--- config.mk ---
export PLATFORM = sky130hd
export DESIGN_NAME = mem_arbiter
export DESIGN_NICKNAME = d
export VERILOG_FILES = /design/src/rtl/mem_arb_pkg.sv /design/src/rtl/mem_arbiter_rr_pick2.sv /design/src/rtl/mem_arbiter.sv
export SDC_FILE = /design/constraint.sdc
export NUM_CORES = 1
export LEC_CHECK = 0
export BUFFER_PORTS_ARGS = -buffer_cell sky130_fd_sc_hd__buf_2
export CORE_MARGIN = 1.5
export CORE_UTILIZATION = 45
export DETAILED_ROUTE_END_ITERATION = 16
export PLACE_DENSITY = 0.91
export SLEW_MARGIN = 25
export SYNTH_ARGS = -nofsm -noshare
export SYNTH_HDL_FRONTEND = slang
export SYNTH_SLANG_ARGS = --single-unit
--- constraint.sdc ---
create_clock -name clk -period 1.7 [get_ports clk]
set_input_delay 0.17 -clock clk [delete_from_list [all_inputs] [get_ports clk]]
set_output_delay 0.17 -clock clk [all_outputs]
set_load 0.03 [all_outputs]
--- src/rtl/mem_arb_pkg.sv ---
// Shared types and constants for the two-port RAM arbiter.
package mem_arb_pkg;
  localparam int ADDR_W_DEF = 16;
  localparam int DATA_W_DEF = 32;

  localparam logic PORT_CPU = 1'b0;
  localparam logic PORT_DMA = 1'b1;

  typedef enum logic [1:0] {
    IDLE  = 2'd0,
    ISSUE = 2'd1,
    DATA  = 2'd2
  } arb_state_t;
endpackage

--- src/rtl/mem_arbiter_rr_pick2.sv ---
// Combinational two-way round-robin winner select; last_grant lives in the parent.
module rr_pick2
  import mem_arb_pkg::*;
(
  input  logic req0,
  input  logic req1,
  input  logic last_grant,
  output logic any_req,
  output logic winner
);
  always_comb begin
    any_req = req0 | req1;
    if (req0 && req1) winner = ~last_grant;
    else if (req1)    winner = PORT_DMA;
    else              winner = PORT_CPU;
  end
endmodule

--- src/rtl/mem_arbiter.sv ---
// Round-robin arbiter sharing one single-port RAM between CPU (port 0) and DMA (port 1).
module mem_arbiter
  import mem_arb_pkg::*;
#(
  parameter int ADDR_W = ADDR_W_DEF,
  parameter int DATA_W = DATA_W_DEF
) (
  input  logic              clk,
  input  logic              reset,
  input  logic              req0,
  input  logic              req1,
  input  logic              we0,
  input  logic              we1,
  input  logic [ADDR_W-1:0] addr0,
  input  logic [ADDR_W-1:0] addr1,
  input  logic [DATA_W-1:0] wdata0,
  input  logic [DATA_W-1:0] wdata1,
  output logic              gnt0,
  output logic              gnt1,
  output logic              rvalid0,
  output logic              rvalid1,
  output logic [DATA_W-1:0] rdata0,
  output logic [DATA_W-1:0] rdata1,
  output logic [ADDR_W-1:0] mem_addr,
  output logic [DATA_W-1:0] mem_wdata,
  output logic              mem_we,
  output logic              mem_re,
  input  logic [DATA_W-1:0] mem_rdata,
  output logic              busy
);
  arb_state_t        state, state_nxt;
  logic              last_grant, owner, cmd_we;
  logic [ADDR_W-1:0] cmd_addr;
  logic [DATA_W-1:0] cmd_wdata;
  logic              any_req, winner, accept;

  rr_pick2 u_pick (
    .req0       (req0),
    .req1       (req1),
    .last_grant (last_grant),
    .any_req    (any_req),
    .winner     (winner)
  );

  always_comb begin
    state_nxt = state;
    accept    = 1'b0;
    case (state)
      IDLE:    if (any_req) begin accept = 1'b1; state_nxt = ISSUE; end
      ISSUE:   state_nxt = cmd_we ? IDLE : DATA;
      DATA:    state_nxt = IDLE;
      default: state_nxt = IDLE;
    endcase
    // Command registers drive the RAM bus directly, so it holds outside ISSUE.
    gnt0      = (state == ISSUE) && (owner == PORT_CPU);
    gnt1      = (state == ISSUE) && (owner == PORT_DMA);
    mem_we    = (state == ISSUE) &&  cmd_we;
    mem_re    = (state == ISSUE) && !cmd_we;
    mem_addr  = cmd_addr;
    mem_wdata = cmd_wdata;
    busy      = (state != IDLE);
  end

  always_ff @(posedge clk) begin
    if (reset) begin
      state      <= IDLE;
      last_grant <= PORT_DMA;
      owner      <= PORT_CPU;
      cmd_we     <= 1'b0;
      cmd_addr   <= '0;
      cmd_wdata  <= '0;
      rvalid0    <= 1'b0;
      rvalid1    <= 1'b0;
      rdata0     <= '0;
      rdata1     <= '0;
    end else begin
      state   <= state_nxt;
      rvalid0 <= (state == DATA) && (owner == PORT_CPU);
      rvalid1 <= (state == DATA) && (owner == PORT_DMA);
      if (accept) begin
        owner      <= winner;
        last_grant <= winner;
        cmd_we     <= winner ? we1    : we0;
        cmd_addr   <= winner ? addr1  : addr0;
        cmd_wdata  <= winner ? wdata1 : wdata0;
      end
      if (state == DATA) begin
        if (owner == PORT_DMA) rdata1 <= mem_rdata;
        else                   rdata0 <= mem_rdata;
      end
    end
  end
endmodule

== Yosys cells after proc, flatten, opt, wreduce, memory -nomap -nowiden ==
Cells that the tools add are included.
Storage, ports and cells
  output and inout port bits: 119
  bits of input ports: 134
  bits in registers: 119
Operators by class
  bitwise gates (word level): 3
  reduce and logical (&&, ||, !) cells: 12
  equality and inequality tests: 3
  muxes and demuxes: 10
Operators with widths (count)
  $mux W32: 1
  $mux W16: 1
  $logic_and A1 B1 Y1: 7
  $mux W1: 5
  $mux W2: 2
  $pmux W2 S2: 1
  $reduce_and A2 Y1: 2
  $eq A2 B1 Y1 const B: 1
  $eq A2 B2 Y1 const B: 1
  $logic_not A2 Y1: 1
  $ne A2 B2 Y1 const B: 1
  $not A1 Y1: 2
  $reduce_bool A2 Y1: 1
  $logic_not A1 Y1: 1
  $or A1 B1 Y1: 1

== Logic depth before layout (Yosys ltp) ==
  depth in word-level cells: 3
  mapped depth: 6
  depth with buffers taken out: 4

== Cells and area by module ==
From an unflattened synthesis, not the netlist that was laid out.
Second synthesis, totals
  cell total of the unflattened synthesis: 475
  area total of the unflattened synthesis: 4752.1 µm²
By module, submodules not included
  mem_arbiter: sequential area each 2382.3 µm², times used 1, area an instance 4738.3 µm², cells each 473
  rr_pick2: sequential area each 0.0 µm², times used 1, area an instance 13.8 µm², cells each 2

== Least setup slack after synthesis ==
No wires, ideal clock.
  path kind: register to register
  start: register state[1]
  end: register cmd_addr[10], in the netlist mem_addr[10]
  library setup time: 138 ps
  cell stages (with the launch flop): 7
  data required time: 1562 ps
  period minus slack after synthesis: 1309 ps
  arrival: 1171 ps
  buffers on the path: 2
  path slack: 391 ps
  cell sequence: dfxtp_1 > nor2_4 > inv_2 > nor2_1 > buf_4 > buf_6 > a311oi_2
Between the ends
  cells in the longest elaborated chain, start to end: 2
RTL lines
  start: declaration: RTL line mem_arbiter.sv:31  | arb_state_t state, state_nxt;
  start signal: assignment: RTL line mem_arbiter.sv:77  | state <= state_nxt;
  $logic_not A2 Y1: RTL line mem_arbiter.sv:48  | case (state)
  $mux W1: RTL line mem_arbiter.sv:48
  end signal: assignment: RTL line mem_arbiter.sv:84  | cmd_addr <= winner ? addr1 : addr0;
  end: declaration: RTL line mem_arbiter.sv:33  | logic [ADDR_W-1:0] cmd_addr;
Every way passes these cells.
A chain may end at the register's enable or synchronous reset.

== Worst setup path after layout ==
  start: register state[1]
  end: output port mem_we
Between the ends
  cells in the longest elaborated chain, start to end: 2
RTL lines
  $eq A2 B1 Y1: RTL line mem_arbiter.sv:57  | mem_we = (state == ISSUE) && cmd_we;
  $logic_and A1 B1 Y1: RTL line mem_arbiter.sv:57
  end: declaration: RTL line mem_arbiter.sv:26  | output logic mem_we,
Every way passes these cells.

==> results.yml <==
synthesis:
  synth_top_family_by_area: "compound AO/OA/AOI/OAI gates"
  synthMuxAreaShare_pct: 0
  synthTopCellsByArea: "dfxtp_1 (51%), nand2_1 (18%), a21oi_1 (12%)"
  synth-xor-area-share_pct: 0
  ys_seq_area_share_pct: 51.1
  syn-cell-area_um2: 4660
  synth_compound_gate_area_share_pct: 22.7
  synth_top_cell_by_area: "dfxtp_1"
  synth_top_area_share_pct: 51.1
  synth.distinct_cells: 25
  synthAdderAreaFrac_pct: 0
  synthCells: 587
  synth-simple-area-share_pct: 20.6
  yosys_warnings: 0
  avgSynthCellArea_um2: 7.94
  synth_seq_cells: 119
  syn-num-nets: 721
clocking:
  clock-root-buffer: "clkbuf_8"
  h-tree-depth: 4
  clk_transition_reported_paths_ns: 0.06
  clockBufferDepth: 2
  clk-insertion-delay-late_ns: 0.50
  post_cts_buffers: 0
  clock-sinks: 119
  cts_tree: "yes"
  cts_buffers: 17
global_route:
  grt_pass1_wl_mm: 31.0
  overflow: 0
  antenna_found_initial: 2
  grt_max_degree: 56
  grt_pass1_vias: 6302
  track_usage_pct: 35.6
worst_hold_path:
  whs_path_depth: 3
  hold_start: "req1"
  hp-class: "input port to flop"
  hold_end: "state[0]"
routing:
  drt_pre_antenna_iters: 8
  drc: 0
  routedWlPerCell_um: 18.4
  via_per_inst: 5.69
  finalWirelength_mm: 20.2
  drt_iter0_markers: 538
  vias: 6240
  ant_nets: 0
die:
  die_y_um: 105
  die-area_um2: 11000
  io_pins: 253
  rows: 36
  core_um2: 9910
  die_width_um: 105
  initial_utilization_pct: 47.0
setup_path:
  timing.rr.start: "last_grant"
  ff2ff_path_depth: 4
  cp_slowest_stage_delay_ns: 0.36
  crit_chain: "nand2b_2 -> nor2_1 -> buf_4"
  cp_slowest_cell: "dfxtp_1"
  startpoint_type: "flop"
  crit_type: "flop to output pin"
  cp_top_family: "simple AND/OR/NAND/NOR gates"
  arrival_ns: 1.42
  critical_path_required_ns: 1.53
  cp_max_fo: 6
  critPathBufInv: 1
  cp-end-kind: "output pin"
  r2r_slack_ns: 0.16
  worst_r2r_endpoint: "mem_wdata[15]"
timing:
  post-route-period-util_pct: 93.7
  fmax_mhz: 628
  hold_viol: 0
  worst_pin_slew_ns: 0.382
  maxSlewHeadroom_pct: 74.4
  fin_skew_ns: 0.0162
  rsz0062_at_grt: "false"
  setup_ws_ns: 0.107
  period_minus_slack_ns: 1.59
  setup_viol: 0
  fin_tns_setup_ns: 0
  slew_viol_final: 0
cells_and_area:
  final_cell_mix: "buf_2 (250), nand2_1 (226), dlygate4sd3_1 (130), dfxtp_1 (118), a21oi_1 (114)"
  syn2layout_area_growth_pct: 71.7
  final_common_cell: "buf_2"
  nets: 1084
  design_area_um2: 8000
  fin_cells: 1097
  drive_above_1_share_pct: 32.3
run_status:
  status: "completed"
placed_design:
  dp_slack_ns: 0.329
  dp.cells: 934
  dpl.hpwl_mm: 9.97
  gp_congestion: 0.821
  placed_area_um2: 6060
  port_buffers: 252
power_and_ir_drop:
  p_leak_nw: 3.62
  cellPowerDensity_nw_per_um2: 1080
  ir_drop_uv: 690
  totalPowerFinal_mw: 8.61
flow_run:
  maxCapViolations: 0
-- logic make-up after synthesis --
group	count (synthesis)
AOI/OAI and AO/OA	167
and+or+nand+nor	245
DFF	119
buffers and inverters	56
-- worst register-to-register path, delay by kind of cell, from the launching register on --
| kind | cells | cell delay [ns] |
|---|---|---|
| buf+inv | 1 | 0.22 |
| simple gates | 1 | 0.12 |
| flops | 1 | 0.40 |
| compound gates | 2 | 0.70 |
-- timing repair --
item / CTS / global route
hold buffers: 130 / 0
resized for setup: 1 / 3
setup endpoints to repair: 1 / 2
hold endpoints to repair: 113 / 0
-- metal layers --
metal	track usage [%]	wire (um)	up-vias
met3	9.98	2160	148
met2	58.5	9670	545
met1	39.8	7120	2809
met4	24.7	1260	0
li1	-	-	2738
met5	0	0	-
-- state kept, by name (all words and copies together), names as in the netlist --
name	cells
rvalid0	1
state	2
last_grant	1
rdata1	32
mem_wdata	32
rdata0	32
cmd_we	1
mem_addr	16
owner	1
rvalid1	1
-- worst max path at each step --
stage | cells past startpoint | startpoint | endpoint | slack (ns)
finish | 3 | state[1] | mem_we | 0.11
global route | 3 | state[1] | gnt0 | 0.003
CTS | 3 | state[1] | mem_we | 0.07
detailed placement | 4 | last_grant | mem_addr[9] | 0.33
global placement | 4 | state[1] | rdata0[10] | 0.38
floorplan | 6 | state[1] | mem_addr[10] | 0.39
-- power by group --
part / switching, mW / internal, mW
clock: 1.32 / 2.44
combinational: 1.06 / 0.677
sequential: 0.132 / 2.98
-- cell type report --
class / instances / area (um^2)
timing repair buffer: 397 / 2770
sequential: 119 / 2380
multi-input combinational: 412 / 2040
fill: 562 / 1910
clock buffer: 18 / 428
clock inverter: 13 / 196
tap: 133 / 166
inverter: 3 / 11.3
antenna: 2 / 5.00
-- through the flow --
step | hold WS (ns) | utilization, %
finish | 0.0926 | 80.7
floorplan | 0.306 | -
global placement | 0.424 | 61.2
global route | 0.0816 | 80.7
detailed placement | 0.430 | 61.2
CTS | 0.0483 | 80.6
-- synth_stat cells, drive strengths merged --
master / count
clkbuf: 19
nand3: 1
a21boi: 1
nor2: 9
nand2: 226
and3b: 1
a21bo: 1
dfxtp: 119
a21oi: 114
inv: 3
nor3: 2
nand3b: 2
or2: 1
o21ai: 2
nand2b: 1
buf: 34
a311oi: 49
or3b: 1
nor3b: 1
Power figures use the tool's default switching activity.
